===== src/rtl/uart_pkg.sv =====
// Shared types and helpers for the UART transmit path.
// Holds the FSM state encoding and baud divider arithmetic.
package uart_pkg;

  typedef enum logic [1:0] {
    IDLE,
    START,
    DATA,
    STOP
  } uart_tx_state_t;

  localparam int UART_DATA_BITS = 8;

  function automatic logic [15:0] baud_div(
    input int clk_hz,
    input int baud
  );
    int d;
    d = clk_hz / baud;
    return d[15:0];
  endfunction

endpackage


===== src/rtl/uart_tx_fifo.sv =====
// Small synchronous FIFO queueing bytes ahead of the serializer.
// Head entry is always visible on dout; count is registered.
module uart_tx_fifo #(
  parameter int WIDTH = 8,
  parameter int DEPTH = 4
) (
  input  logic             clk,
  input  logic             rst,
  input  logic             push,
  input  logic             pop,
  input  logic [WIDTH-1:0] din,
  output logic [WIDTH-1:0] dout,
  output logic             full,
  output logic             empty
);

  localparam int AW = (DEPTH > 1) ? $clog2(DEPTH) : 1;
  localparam int CW = $clog2(DEPTH + 1);

  if (DEPTH < 2 || (DEPTH & (DEPTH - 1)) != 0) begin : g_depth_chk
    $error("uart_tx_fifo: DEPTH must be a power of 2 and >= 2");
  end

  logic [WIDTH-1:0] mem [DEPTH];
  logic [AW-1:0]    wr_ptr;
  logic [AW-1:0]    rd_ptr;
  logic [CW-1:0]    count;
  logic             do_push;
  logic             do_pop;

  assign full    = (count == CW'(DEPTH));
  assign empty   = (count == '0);
  assign do_push = push & ~full;
  assign do_pop  = pop & ~empty;
  assign dout    = mem[rd_ptr];

  always_ff @(posedge clk) begin
    if (rst) begin
      wr_ptr <= '0;
      rd_ptr <= '0;
      count  <= '0;
    end else begin
      if (do_push) wr_ptr <= wr_ptr + AW'(1);
      if (do_pop)  rd_ptr <= rd_ptr + AW'(1);
      case ({do_push, do_pop})
        2'b10:   count <= count + CW'(1);
        2'b01:   count <= count - CW'(1);
        default: count <= count;
      endcase
    end
  end

  always_ff @(posedge clk) begin
    if (do_push) mem[wr_ptr] <= din;
  end

endmodule


===== src/rtl/uart_tx.sv =====
// Buffered 8N1/8N2 UART transmitter with write-strobe/ready input.
// Frames are sent back-to-back straight out of the FIFO.
module uart_tx
  import uart_pkg::*;
#(
  parameter int CLK_HZ     = 200_000_000,
  parameter int BAUD       = 9600,
  parameter int FIFO_DEPTH = 4,
  parameter int STOP_BITS  = 1
) (
  input  logic                      clk,
  input  logic                      rst,
  input  logic [UART_DATA_BITS-1:0] tx_data,
  input  logic                      tx_start,
  output logic                      tx_ready,
  output logic                      tx_busy,
  output logic                      tx_done,
  output logic                      txd
);

  localparam int          DIV_I     = CLK_HZ / BAUD;
  localparam logic [15:0] DIV       = baud_div(CLK_HZ, BAUD);
  localparam logic [15:0] DIV_M1    = DIV - 16'd1;
  localparam logic        STOP_LAST = 1'(STOP_BITS - 1);

  if (DIV_I < 2 || DIV_I > 65535) begin : g_div_chk
    $error("uart_tx: CLK_HZ/BAUD must be in 2..65535");
  end
  if (STOP_BITS != 1 && STOP_BITS != 2) begin : g_stop_chk
    $error("uart_tx: STOP_BITS must be 1 or 2");
  end

  uart_tx_state_t            state_q, state_d;
  logic [UART_DATA_BITS-1:0] shreg_q, shreg_d;
  logic [15:0]               cnt_q, cnt_d;
  logic [2:0]                idx_q, idx_d;
  logic                      stop_q, stop_d;
  logic                      txd_q, txd_d;
  logic                      done;
  logic                      fifo_pop;
  logic                      fifo_full;
  logic                      fifo_empty;
  logic [UART_DATA_BITS-1:0] fifo_dout;
  logic                      bit_end;

  uart_tx_fifo #(
    .WIDTH (UART_DATA_BITS),
    .DEPTH (FIFO_DEPTH)
  ) u_fifo (
    .clk   (clk),
    .rst   (rst),
    .push  (tx_start),
    .pop   (fifo_pop),
    .din   (tx_data),
    .dout  (fifo_dout),
    .full  (fifo_full),
    .empty (fifo_empty)
  );

  assign bit_end  = (cnt_q == 16'd0);
  assign tx_ready = ~fifo_full;
  assign tx_busy  = (state_q != IDLE);
  assign tx_done  = done & ~rst;
  assign txd      = txd_q;

  always_comb begin
    state_d  = state_q;
    shreg_d  = shreg_q;
    cnt_d    = cnt_q;
    idx_d    = idx_q;
    stop_d   = stop_q;
    fifo_pop = 1'b0;
    done     = 1'b0;
    unique case (state_q)
      IDLE: begin
        if (!fifo_empty) begin
          fifo_pop = 1'b1;
          shreg_d  = fifo_dout;
          cnt_d    = DIV_M1;
          state_d  = START;
        end
      end
      START: begin
        if (bit_end) begin
          cnt_d   = DIV_M1;
          idx_d   = 3'd0;
          state_d = DATA;
        end else begin
          cnt_d = cnt_q - 16'd1;
        end
      end
      DATA: begin
        if (bit_end) begin
          cnt_d = DIV_M1;
          if (idx_q == 3'd7) begin
            stop_d  = 1'b0;
            state_d = STOP;
          end else begin
            shreg_d = shreg_q >> 1;
            idx_d   = idx_q + 3'd1;
          end
        end else begin
          cnt_d = cnt_q - 16'd1;
        end
      end
      STOP: begin
        if (!bit_end) begin
          cnt_d = cnt_q - 16'd1;
        end else if (stop_q != STOP_LAST) begin
          stop_d = 1'b1;
          cnt_d  = DIV_M1;
        end else begin
          done = 1'b1;
          // chain straight into the next start bit when more is queued
          if (!fifo_empty) begin
            fifo_pop = 1'b1;
            shreg_d  = fifo_dout;
            cnt_d    = DIV_M1;
            state_d  = START;
          end else begin
            state_d = IDLE;
          end
        end
      end
      default: state_d = IDLE;
    endcase
    txd_d = 1'b1;
    if (state_d == START) txd_d = 1'b0;
    if (state_d == DATA)  txd_d = shreg_d[0];
  end

  always_ff @(posedge clk) begin
    if (rst) begin
      state_q <= IDLE;
      shreg_q <= '0;
      cnt_q   <= '0;
      idx_q   <= '0;
      stop_q  <= 1'b0;
      txd_q   <= 1'b1;
    end else begin
      state_q <= state_d;
      shreg_q <= shreg_d;
      cnt_q   <= cnt_d;
      idx_q   <= idx_d;
      stop_q  <= stop_d;
      txd_q   <= txd_d;
    end
  end

endmodule


===== config.mk =====
export PLATFORM = sky130hd
export DESIGN_NAME = uart_tx
export DESIGN_NICKNAME = d
export VERILOG_FILES = /design/src/rtl/uart_pkg.sv /design/src/rtl/uart_tx_fifo.sv /design/src/rtl/uart_tx.sv
export SDC_FILE = /design/constraint.sdc
export NUM_CORES = 1
export LEC_CHECK = 0
export BUFFER_PORTS_ARGS = -buffer_cell sky130_fd_sc_hd__buf_2
export CORE_MARGIN = 2
export CORE_UTILIZATION = 55
export DETAILED_ROUTE_END_ITERATION = 10
export HOLD_SLACK_MARGIN = 0.08
export PLACE_DENSITY = 0.82
export SYNTH_ARGS = -nofsm -noshare
export SYNTH_HDL_FRONTEND = slang
export SYNTH_SLANG_ARGS = --single-unit

===== constraint.sdc =====
create_clock -name clk -period 2.8 [get_ports clk]
set_clock_uncertainty 0.15 [all_clocks]
set_input_delay 0.28 -clock clk [delete_from_list [all_inputs] [get_ports clk]]
set_output_delay 0.28 -clock clk [all_outputs]
set_load 0.01 [all_outputs]

==> flow_metrics.py, run 1 <==
metrics = {
    "synthesis": {
        "synth_area_leader_cell": "edfxtp_1",
        "synthesis.area_um2": 3610,
        "ys_seq_area_share_pct": 48.3,
        "netlist_instances": 342,
        "synth-edff-count": 32,
        "synth.top_cells.by_count": "39 x dfxtp_1, 35 x a21oi_1, 33 x nand2_1",
        "ys_warn_count": 0,
        "ys_ff_latch": 71,
        "synth_top_area_share_pct": 26.6,
        "synthArstFlopShare_pct": 0,
        "synth.distinct_cells": 59,
        "yosysMostFrequentCell": "dfxtp_1",
        "ys.flop_type": "dfxtp_1",
        "syn_area_per_cell_um2": 10.5,
        "synth_area_leaders": "edfxtp_1 27%, dfxtp_1 22%, ha_1 5.2%, mux4_2 5.0%, a21oi_1 4.9%",
        "syn_nets": 369,
    },
    "clock_network": {
        "cts_sinks": 71,
        "htreeDepth": 3,
        "clk_path_buf_depth": 2,
        "cts.clk_slew.worst_paths_ns": 0.08,
        "cts_buffers": 9,
        "cts_root_buf": "clkbuf_8",
        "clock_latency_ns": 0.34,
        "cts_tree": "built",
    },
    "detailed_routing": {
        "ant_nets": 0,
        "drc_errors": 0,
        "wirelength_um": 7730,
        "drtIter0Drc": 340,
        "vias_per_cell": 6.07,
        "wl_per_cell_um": 16.8,
        "drtPass1Iterations": 5,
        "vias": 2798,
    },
    "timing": {
        "drv_slew": 0,
        "setup_viol": 0,
        "finalCritPeriodShare_pct": 97.3,
        "finalHoldViolCount": 0,
        "rsz0062_at_grt": "true",
        "timing.slew.headroom_pct": 54.5,
        "final.min_clock_period_ns": 2.73,
        "fmax_mhz": 367,
        "tightest_slew_ns": 0.683,
        "setup_tns_ns": 0,
    },
    "finish": {
        "syn2layout_area_growth_pct": 15.6,
        "final_layout_size_suffix_gt1_share_pct": 24.0,
        "design_area_um2": 4170,
        "final_cells": 461,
        "n_antenna_cell": 0,
        "seqCellArea_um2": 1740,
        "fillers": 446,
        "multiInputGateArea_um2": 1770,
        "nets": 406,
    },
    "critical_path": {
        "regToRegStartpoint": "cnt_q[1]$_SDFF_PP0_",
        "cp-start-kind": "flip-flop",
        "worstPathBufferInverterCount": 2,
        "ff2ff_path_depth": 12,
        "r2r_setup_slack_ns": 0.07,
        "crit_start": "cnt_q[1]$_SDFF_PP0_",
        "path_class": "reg2reg",
        "crit_end": "u_fifo.count[2]$_SDFFE_PP0P_",
        "path_cells": "inv_2 > ha_4 > nor4b_4 > and4_4 > a21oi_4 > nor3_4 > ha_2 > inv_1 > fa_2 > xor2_1 > or3_1 > a21oi_2",
        "cp_data_arrival_time_ns": 2.85,
        "cp.required_ns": 2.92,
        "cp_top_family": "simple AND/OR/NAND/NOR gates",
        "slowest_stage": "or3_1",
        "slowest_delay_ns": 0.37,
        "crit_path_end_kind": "flip-flop",
        "path_depth": 12,
        "worst_r2r_endpoint": "u_fifo.count[2]$_SDFFE_PP0P_",
        "crit_path_max_fanout": 2,
    },
    "floorplan": {
        "fp.dieH_um": 85.0,
        "rows": 29,
        "ios": 15,
        "start_util_pct": 56.8,
        "core_um2": 6350,
        "dieArea_um2": 7220,
        "die_x_um": 85.0,
    },
    "grt": {
        "grtUsageTotal_pct": 22.6,
        "grt_pass1_wl_um": 12900,
        "grt_antenna_before_repair": 0,
        "gr-total-overflow": 0,
        "grt_max_degree": 33,
        "grt_pass1_vias": 2658,
    },
    "status": {
        "outcome": "finished clean",
    },
    "placed_design": {
        "post-place-cells": 432,
        "place_hpwl_um": 5120,
        "post_dp_cell_area_um2": 3820,
        "port_buffers": 14,
        "place.gp.congestion": 0.908,
    },
    "power_and_ir_drop": {
        "p_leak_uw": 0.00151,
        "peakVddDrop_uv": 665,
        "p_per_area_nw_per_um2": 1070,
    },
    "run": {
        "cap_violations": 0,
    },
    "hold_path": {
        "worstHoldPathCells": 4,
        "min_path_type": "in2reg",
    },
}
-- where the power goes --
group	switching [uW]	internal (uW)	total [uW]	leakage, uW
Sequential	152	1280	1440	0.000613
Clock	423	338	760	0.0000888
Combinational	1330	943	2270	0.000810
Total	1910	2560	4470	0.00151
-- layout make-up --
type                       count  area share (%)
clock buffer                   9            2.97
clock inverter                 7            1.47
inverter                      11           0.990
multi-input combinational    240            42.5
sequential                    71            41.8
tap                           77            2.31
timing repair buffer          46            7.92
-- worst min path at each step --
stage / start / end / slack (ns)
4_1_cts: tx_start / u_fifo.wr_ptr[1]$_SDFFE_PP0P_ / 0.23
6_report: tx_start / u_fifo.wr_ptr[1]$_SDFFE_PP0P_ / 0.24
3_5_place_dp: shreg_q[5]$_SDFFE_PP0P_ / shreg_q[5]$_SDFFE_PP0P_ / 0.32
2_1_floorplan: rst / state_q[1]$_SDFF_PP0_ / 0.22
5_1_grt: tx_start / u_fifo.wr_ptr[1]$_SDFFE_PP0P_ / 0.26
3_3_place_gp: shreg_q[4]$_SDFFE_PP0P_ / shreg_q[4]$_SDFFE_PP0P_ / 0.32
-- stage by stage --
step	hold slack, ns	worst slack [ns]	total power [uW]	utilization, %
after global routing	0.256	-0.0216	4790	65.7
after CTS	0.226	0.0115	4380	64.8
after detailed placement	0.323	-0.0788	3560	60.2
after global placement	0.323	0.0896	3490	60.2
final	0.242	0.0744	4470	65.7
after floorplan	0.223	0.00341	3040	-
-- worst min-delay path, delay by kind of cell --
kind / cells / cell delay (ns)
AOI/OAI and AO/OA: 1 / 0.05
buffers and inverters: 1 / 0.12
and+or+nand+nor: 2 / 0.24
-- sequential cells by signal, summed over array words and instances (netlist names), named ones only --
register,flops
u_fifo.count,3
u_fifo.wr_ptr,2
cnt_q,16
idx_q,3
txd,1
u_fifo.mem,32
shreg_q,8
state_q,2
u_fifo.rd_ptr,2
-- what timing repair did --
| action | 4_1_cts | 5_1_grt |
|---|---|---|
| gates resized for setup | 3 | 8 |
| pin swaps | 4 | 5 |
| hold endpoints to repair | 32 | 0 |
| hold buffers | 8 | 0 |
| cloned | 0 | 0 |
| setup buffers | 2 | 3 |
| endpoints found under the setup margin | 1 | 1 |
-- per-layer routing --
| metal | vias up | share of wire [%] | global-route usage [%] |
|---|---|---|---|
| li1 | 1335 | - | - |
| met1 | 1327 | 42 | 30.7 |
| met2 | 115 | 50 | 35.6 |
| met3 | 21 | 6.3 | 6.42 |
| met4 | 0 | 2.5 | 6.64 |
| met5 | - | 0 | 0 |
-- cell usage in the layout, fill, tap and decap left out, types with 2 or more instances in the layout --
cell	n
a211oi_1	8
a21oi_1	34
a221oi_2	2
a22oi_1	3
a311oi_1	2
and3_1	4
buf_2	14
buf_4	24
clkbuf_8	9
clkinvlp_4	2
dfxtp_1	37
dfxtp_2	2
dlygate4sd3_1	8
edfxtp_1	32
ha_1	13
inv_1	9
inv_2	2
inv_6	3
mux2i_1	2
mux4_2	8
nand2_1	33
nand2b_1	2
nand3_1	5
nand3b_1	4
nor2_1	30
nor2b_1	4
nor3_1	12
nor3_2	3
nor4_1	3
nor4_4	2
nor4b_4	2
o21ai_0	16
o21ai_1	2
o2bb2ai_1	6
or3_1	4
xnor2_1	5
xor2_1	2
-- cell families (layout without fill, tap and decap cells) --
| family | after synthesis | after routing | synth area share (%) |
|---|---|---|---|
| AOI/OAI and AO/OA | 83 | 83 | 14.8 |
| xor gates and xnor gates | 7 | 7 | 1.70 |
| adders and majority gates | 16 | 16 | 5.76 |
| buffers and inverters | 31 | 73 | 4.16 |
| DFF | 71 | 71 | 48.3 |
| muxes | 10 | 10 | 5.55 |
| and+or+nand+nor | 124 | 124 | 19.7 |
Note: power is estimated with default switching activity, not from simulation.
==> inputs of run 2 (changes only) <==
==> constraint.sdc (replaced) <==
create_clock -name clk -period 2.8 [get_ports clk]
set_clock_uncertainty 0.15 [all_clocks]
set_input_delay 0 -clock clk [delete_from_list [all_inputs] [get_ports clk]]
set_output_delay 0 -clock clk [all_outputs]
set_load 0.02 [all_outputs]
==> flow_metrics.py, run 2 (synthesized netlist as in run 1, its figures left out) <==
metrics = {
    "status": {
        "outcome": "finished clean",
    },
    "floorplan": {
        "fp.dieH_um": 85.0,
        "dieArea_um2": 7220,
        "ios": 15,
        "core_um2": 6350,
        "rows": 29,
        "start_util_pct": 56.8,
        "die_x_um": 85.0,
    },
    "clock_network": {
        "htreeDepth": 3,
        "cts_root_buf": "clkbuf_8",
        "clk_path_buf_depth": 2,
        "cts_tree": "built",
        "cts_buffers": 9,
        "cts_sinks": 71,
        "cts.clk_slew.worst_paths_ns": 0.08,
        "clock_latency_ns": 0.34,
    },
    "grt": {
        "grt_antenna_before_repair": 0,
        "grt_pass1_vias": 2729,
        "grt_max_degree": 33,
        "grtUsageTotal_pct": 23.5,
        "gr-total-overflow": 0,
        "grt_pass1_wl_um": 13400,
    },
    "critical_path": {
        "cp.required_ns": 2.92,
        "r2r_setup_slack_ns": 0.05,
        "cp-start-kind": "flip-flop",
        "cp_data_arrival_time_ns": 2.87,
        "crit_path_end_kind": "flip-flop",
        "crit_path_max_fanout": 2,
        "path_class": "reg2reg",
    },
    "timing": {
        "drv_slew": 0,
        "rsz0062_at_grt": "true",
        "tightest_slew_ns": 0.658,
        "timing.hold.ws_ns": 0.261,
        "finalHoldViolCount": 0,
        "fmax_mhz": 364,
        "setup_viol": 0,
        "finalCritPeriodShare_pct": 98.2,
        "fin_ws_ns": 0.0507,
        "final.min_clock_period_ns": 2.75,
        "timing.slew.headroom_pct": 56.1,
    },
    "detailed_routing": {
        "wirelength_um": 8060,
        "drc_errors": 0,
        "vias": 2817,
        "wl_per_cell_um": 17.4,
        "vias_per_cell": 6.07,
        "drtIter0Drc": 330,
        "ant_nets": 0,
        "drtPass1Iterations": 5,
    },
    "power_and_ir_drop": {
        "peakVddDrop_uv": 684,
        "p_leak_uw": 0.00153,
        "power.total_uw": 4510,
        "p_per_area_nw_per_um2": 1070,
    },
    "finish": {
        "largest_reg_flops": 32,
        "top_regs": "u_fifo.mem (32), cnt_q (16), shreg_q (8)",
        "nets": 409,
        "final_common_cell": "dfxtp_1",
        "max_flop_register": "u_fifo.mem",
        "most-common-layout-cells": "37 x dfxtp_1, 34 x a21oi_1, 33 x nand2_1, 32 x edfxtp_1, 30 x nor2_1",
        "syn2layout_area_growth_pct": 16.4,
        "final_util_pct": 66.1,
        "final_layout_size_suffix_gt1_share_pct": 23.8,
        "n_antenna_cell": 0,
    },
    "run": {
        "cap_violations": 0,
    },
    "placed_design": {
        "place.gp.congestion": 0.908,
        "place_hpwl_um": 5120,
        "port_buffers": 14,
        "pre_cts_ws_ns": -0.0788,
    },
    "hold_path": {
        "min_path_type": "in2reg",
    },
}
## run 2: cell types whose count changed in the layout (fill, tap and decap cells not counted)
cell,delta
dlygate4sd3_1,+3
o21ai_1,+1
o21ai_0,-1
## run 2: final timing paths
check                           depth (start not counted)                           end                    start
worst min register to register                          1       shreg_q[5]$_SDFFE_PP0P_  shreg_q[5]$_SDFFE_PP0P_
worst min-delay path                                    2    u_fifo.mem[2][3]$_DFFE_PP_               tx_data[3]
worst max-delay path                                   12  u_fifo.count[2]$_SDFFE_PP0P_      cnt_q[1]$_SDFF_PP0_
worst max register to register                         12  u_fifo.count[2]$_SDFFE_PP0P_      cnt_q[1]$_SDFF_PP0_
## run 2: final cells by class
type                    count  area [um^2]
well taps                  77         96.3
flip-flops and latches     71         1740
multi-input cells         240         1770
inverters                  11         41.3
repair buffers             49          360
clock buffers               9          124
fillers                   431         2150
clock inverters             7         61.3
## run 2: through the flow
stage / area (um^2) / std cells / TNS [ns]
floorplan: 3610 / 342 / 0
global placement: 3820 / 432 / 0
detailed placement: 3820 / 432 / -0.0788
CTS: 4150 / 461 / 0
global route: 4200 / 464 / -0.0669
finish: 4200 / 464 / 0
## run 2: layer usage
| layer | vias up | track usage, % | routed length (um) |
|---|---|---|---|
| li1 | 1341 | - | - |
| met4 | 0 | 8.23 | 159 |
| met1 | 1364 | 30.8 | 3350 |
| met3 | 13 | 6.71 | 440 |
| met5 | - | 0 | 0 |
| met2 | 99 | 37.6 | 4110 |
## run 2: worst max-delay path: stages (launching register included)
cell and delay [ns]:
dfxtp_2 0.33, inv_2 0.07, ha_4 0.13, nor4b_4 0.17, and4_4 0.28, a21oi_4 0.07, nor3_4 0.19, ha_2 0.22
inv_1 0.06, fa_2 0.33, xor2_1 0.17, or3_1 0.37, a21oi_2 0.12
## run 2: power breakdown
part	internal [uW]	switching [uW]	total, uW	leakage [uW]
sequential	1280	155	1440	0.000613
clock	338	424	762	0.0000888
combinational	952	1360	2310	0.000825
## run 2: repair_timing
| action | CTS | global route |
|---|---|---|
| resized for setup | 3 | 9 |
| hold buffers | 11 | 0 |
| endpoints found under the setup margin | 1 | 1 |
| cloned | 0 | 0 |
| endpoints found under the hold margin | 53 | 0 |
| setup buffers | 2 | 3 |
| pin swaps | 4 | 5 |
==> inputs of run 3 (changes only) <==
--- a/config.mk
+++ b/config.mk
@@ -6,6 +6,7 @@
 export NUM_CORES = 1
 export LEC_CHECK = 0
 export BUFFER_PORTS_ARGS = -buffer_cell sky130_fd_sc_hd__buf_2
+export CORE_ASPECT_RATIO = 0.5
 export CORE_MARGIN = 2
 export CORE_UTILIZATION = 55
 export DETAILED_ROUTE_END_ITERATION = 10
==> flow_metrics.py, run 3 (synthesized netlist as in run 1, its figures left out) <==
metrics = {
    "timing": {
        "drv_slew": 0,
        "setup_tns_ns": 0,
        "timing.slew.headroom_pct": 52.1,
        "tightest_slew_ns": 0.718,
        "timing.hold.ws_ns": 0.273,
        "rsz0062_at_grt": "true",
        "fin_ws_ns": 0.0465,
        "finalHoldViolCount": 0,
        "finalCritPeriodShare_pct": 98.3,
        "fmax_mhz": 363,
        "setup_viol": 0,
        "final.min_clock_period_ns": 2.75,
    },
    "floorplan": {
        "die_x_um": 119,
        "dieArea_um2": 7260,
        "rows": 20,
        "ios": 15,
        "start_util_pct": 58.1,
        "fp.dieH_um": 61.3,
        "core_um2": 6210,
    },
    "hold_path": {
        "min_from": "tx_data[1]",
        "min_path_type": "in2reg",
    },
    "clock_network": {
        "clk_path_buf_depth": 2,
        "cts.clk_slew.worst_paths_ns": 0.06,
        "cts_tree": "built",
        "clock_latency_ns": 0.34,
        "cts_buffers": 9,
        "cts_root_buf": "clkbuf_16",
        "cts_sinks": 71,
        "htreeDepth": 3,
    },
    "critical_path": {
        "regToRegStartpoint": "cnt_q[1]$_SDFF_PP0_",
        "cp.required_ns": 2.91,
        "path_cells": "inv_2 > ha_4 > nor4b_4 > and4_4 > a21oi_4 > nor3_4 > ha_2 > inv_1 > fa_2 > xor2_1 > or3_4 > a21oi_2",
        "cp-start-kind": "flip-flop",
        "slowest_delay_ns": 0.37,
        "slowest_stage": "or3_4",
        "crit_path_end_kind": "flip-flop",
        "crit_end": "u_fifo.count[2]$_SDFFE_PP0P_",
        "crit_path_max_fanout": 2,
        "path_depth": 12,
        "worstPathBufferInverterCount": 2,
        "crit_start": "cnt_q[1]$_SDFF_PP0_",
        "worst_r2r_endpoint": "u_fifo.count[2]$_SDFFE_PP0P_",
        "path_class": "reg2reg",
        "cp_top_family": "simple AND/OR/NAND/NOR gates",
        "ff2ff_path_depth": 12,
        "cp_data_arrival_time_ns": 2.86,
        "r2r_setup_slack_ns": 0.05,
    },
    "placed_design": {
        "place.gp.congestion": 0.934,
        "pre_cts_ws_ns": -0.0530,
        "port_buffers": 14,
        "place_hpwl_um": 5390,
        "post_dp_cell_area_um2": 3870,
    },
    "finish": {
        "max_flop_register": "u_fifo.mem",
        "fillers": 425,
        "final_layout_size_suffix_gt1_share_pct": 24.3,
        "final_common_cell": "dfxtp_1",
        "syn2layout_area_growth_pct": 20.3,
        "design_area_um2": 4340,
        "largest_reg_flops": 32,
        "nets": 413,
        "n_antenna_cell": 0,
        "multiInputGateArea_um2": 1770,
        "most-common-layout-cells": "37 x dfxtp_1, 34 x a21oi_1, 33 x nand2_1, 32 x edfxtp_1, 30 x nor2_1",
        "top_regs": "u_fifo.mem (32), cnt_q (16), shreg_q (8)",
        "seqCellArea_um2": 1740,
    },
    "detailed_routing": {
        "vias": 2887,
        "drc_errors": 0,
        "ant_nets": 0,
        "drtPass1Iterations": 6,
        "wirelength_um": 8680,
        "wl_per_cell_um": 18.1,
        "drtIter0Drc": 270,
        "vias_per_cell": 6.03,
    },
    "status": {
        "outcome": "finished clean",
    },
    "grt": {
        "grt_pass1_wl_um": 14100,
        "grt_max_degree": 33,
        "grt_antenna_before_repair": 0,
        "grtUsageTotal_pct": 25.7,
        "gr-total-overflow": 0,
        "grt_pass1_vias": 2880,
    },
    "power_and_ir_drop": {
        "combPwrFrac_pct": 49.0,
        "p_per_area_nw_per_um2": 1130,
        "peakVddDrop_uv": 477,
        "pwr-share-clk_pct": 21.6,
        "p_int_uw": 2880,
        "p_leak_uw": 0.00159,
        "netSwitchingPower_uw": 2030,
        "p_sw_share_pct": 41.3,
        "seqPwrFrac_pct": 29.4,
    },
    "run": {
        "cap_violations": 0,
    },
}
run 3: power by group through the flow:
stage | Clock (uW) | Sequential [uW] | Combinational, uW
floorplan | 0 | 1430 | 1620
global placement | 0 | 1430 | 2090
detailed placement | 0 | 1450 | 2170
CTS | 1060 | 1430 | 2260
global route | 1120 | 1460 | 2610
finish | 1060 | 1440 | 2400
run 3: metrics by stage:
stage | cells | power [uW] | utilization [%]
after global routing | 479 | 5190 | 69.9
after global placement | 448 | 3520 | 62.3
after floorplan | 342 | 3060 | -
after detailed placement | 448 | 3610 | 62.3
final | 479 | 4910 | 69.9
after CTS | 476 | 4760 | 69.1
run 3: area by class of cell:
type	count	area share [%]
Inverter	11	0.952
Multi-Input combinational cell	240	40.8
Timing Repair Buffer	53	9.00
Clock buffer	9	5.19
Sequential cell	71	40.2
Tap cell	88	2.54
Clock inverter	7	1.27
run 3: worst min-delay path by stage:
stage,to,slack (ns),cells after the start
detailed placement,u_fifo.mem[1][6]$_DFFE_PP_,0.07,1
floorplan,state_q[1]$_SDFF_PP0_,-0.06,1
global route,u_fifo.mem[1][6]$_DFFE_PP_,0.28,2
finish,u_fifo.mem[2][1]$_DFFE_PP_,0.27,2
CTS,u_fifo.mem[3][2]$_DFFE_PP_,0.25,2
global placement,u_fifo.mem[1][1]$_DFFE_PP_,0.06,1
run 3: per-layer routing:
metal	vias up	GRT usage, %	share of wire (%)
li1	1347	-	-
met1	1417	28.7	41
met2	106	48.1	51
met3	17	8.24	5.8
met4	0	9.52	1.7
met5	-	0	0
run 3: timing repair:
action / in CTS / in global routing
endpoints found under the setup margin: 1 / 1
setup buffers: 1 / 3
endpoints found under the hold margin: 49 / 0
pin swaps: 3 / 6
resized for setup: 7 / 6
hold buffers: 11 / 0
run 3: worst reg2reg max path, stage by stage (launching register included):
cell,delay (ns)
dfxtp_1,0.33
inv_2,0.09
ha_4,0.13
nor4b_4,0.17
and4_4,0.29
a21oi_4,0.08
nor3_4,0.18
ha_2,0.21
inv_1,0.05
fa_2,0.33
xor2_1,0.16
or3_4,0.37
a21oi_2,0.14
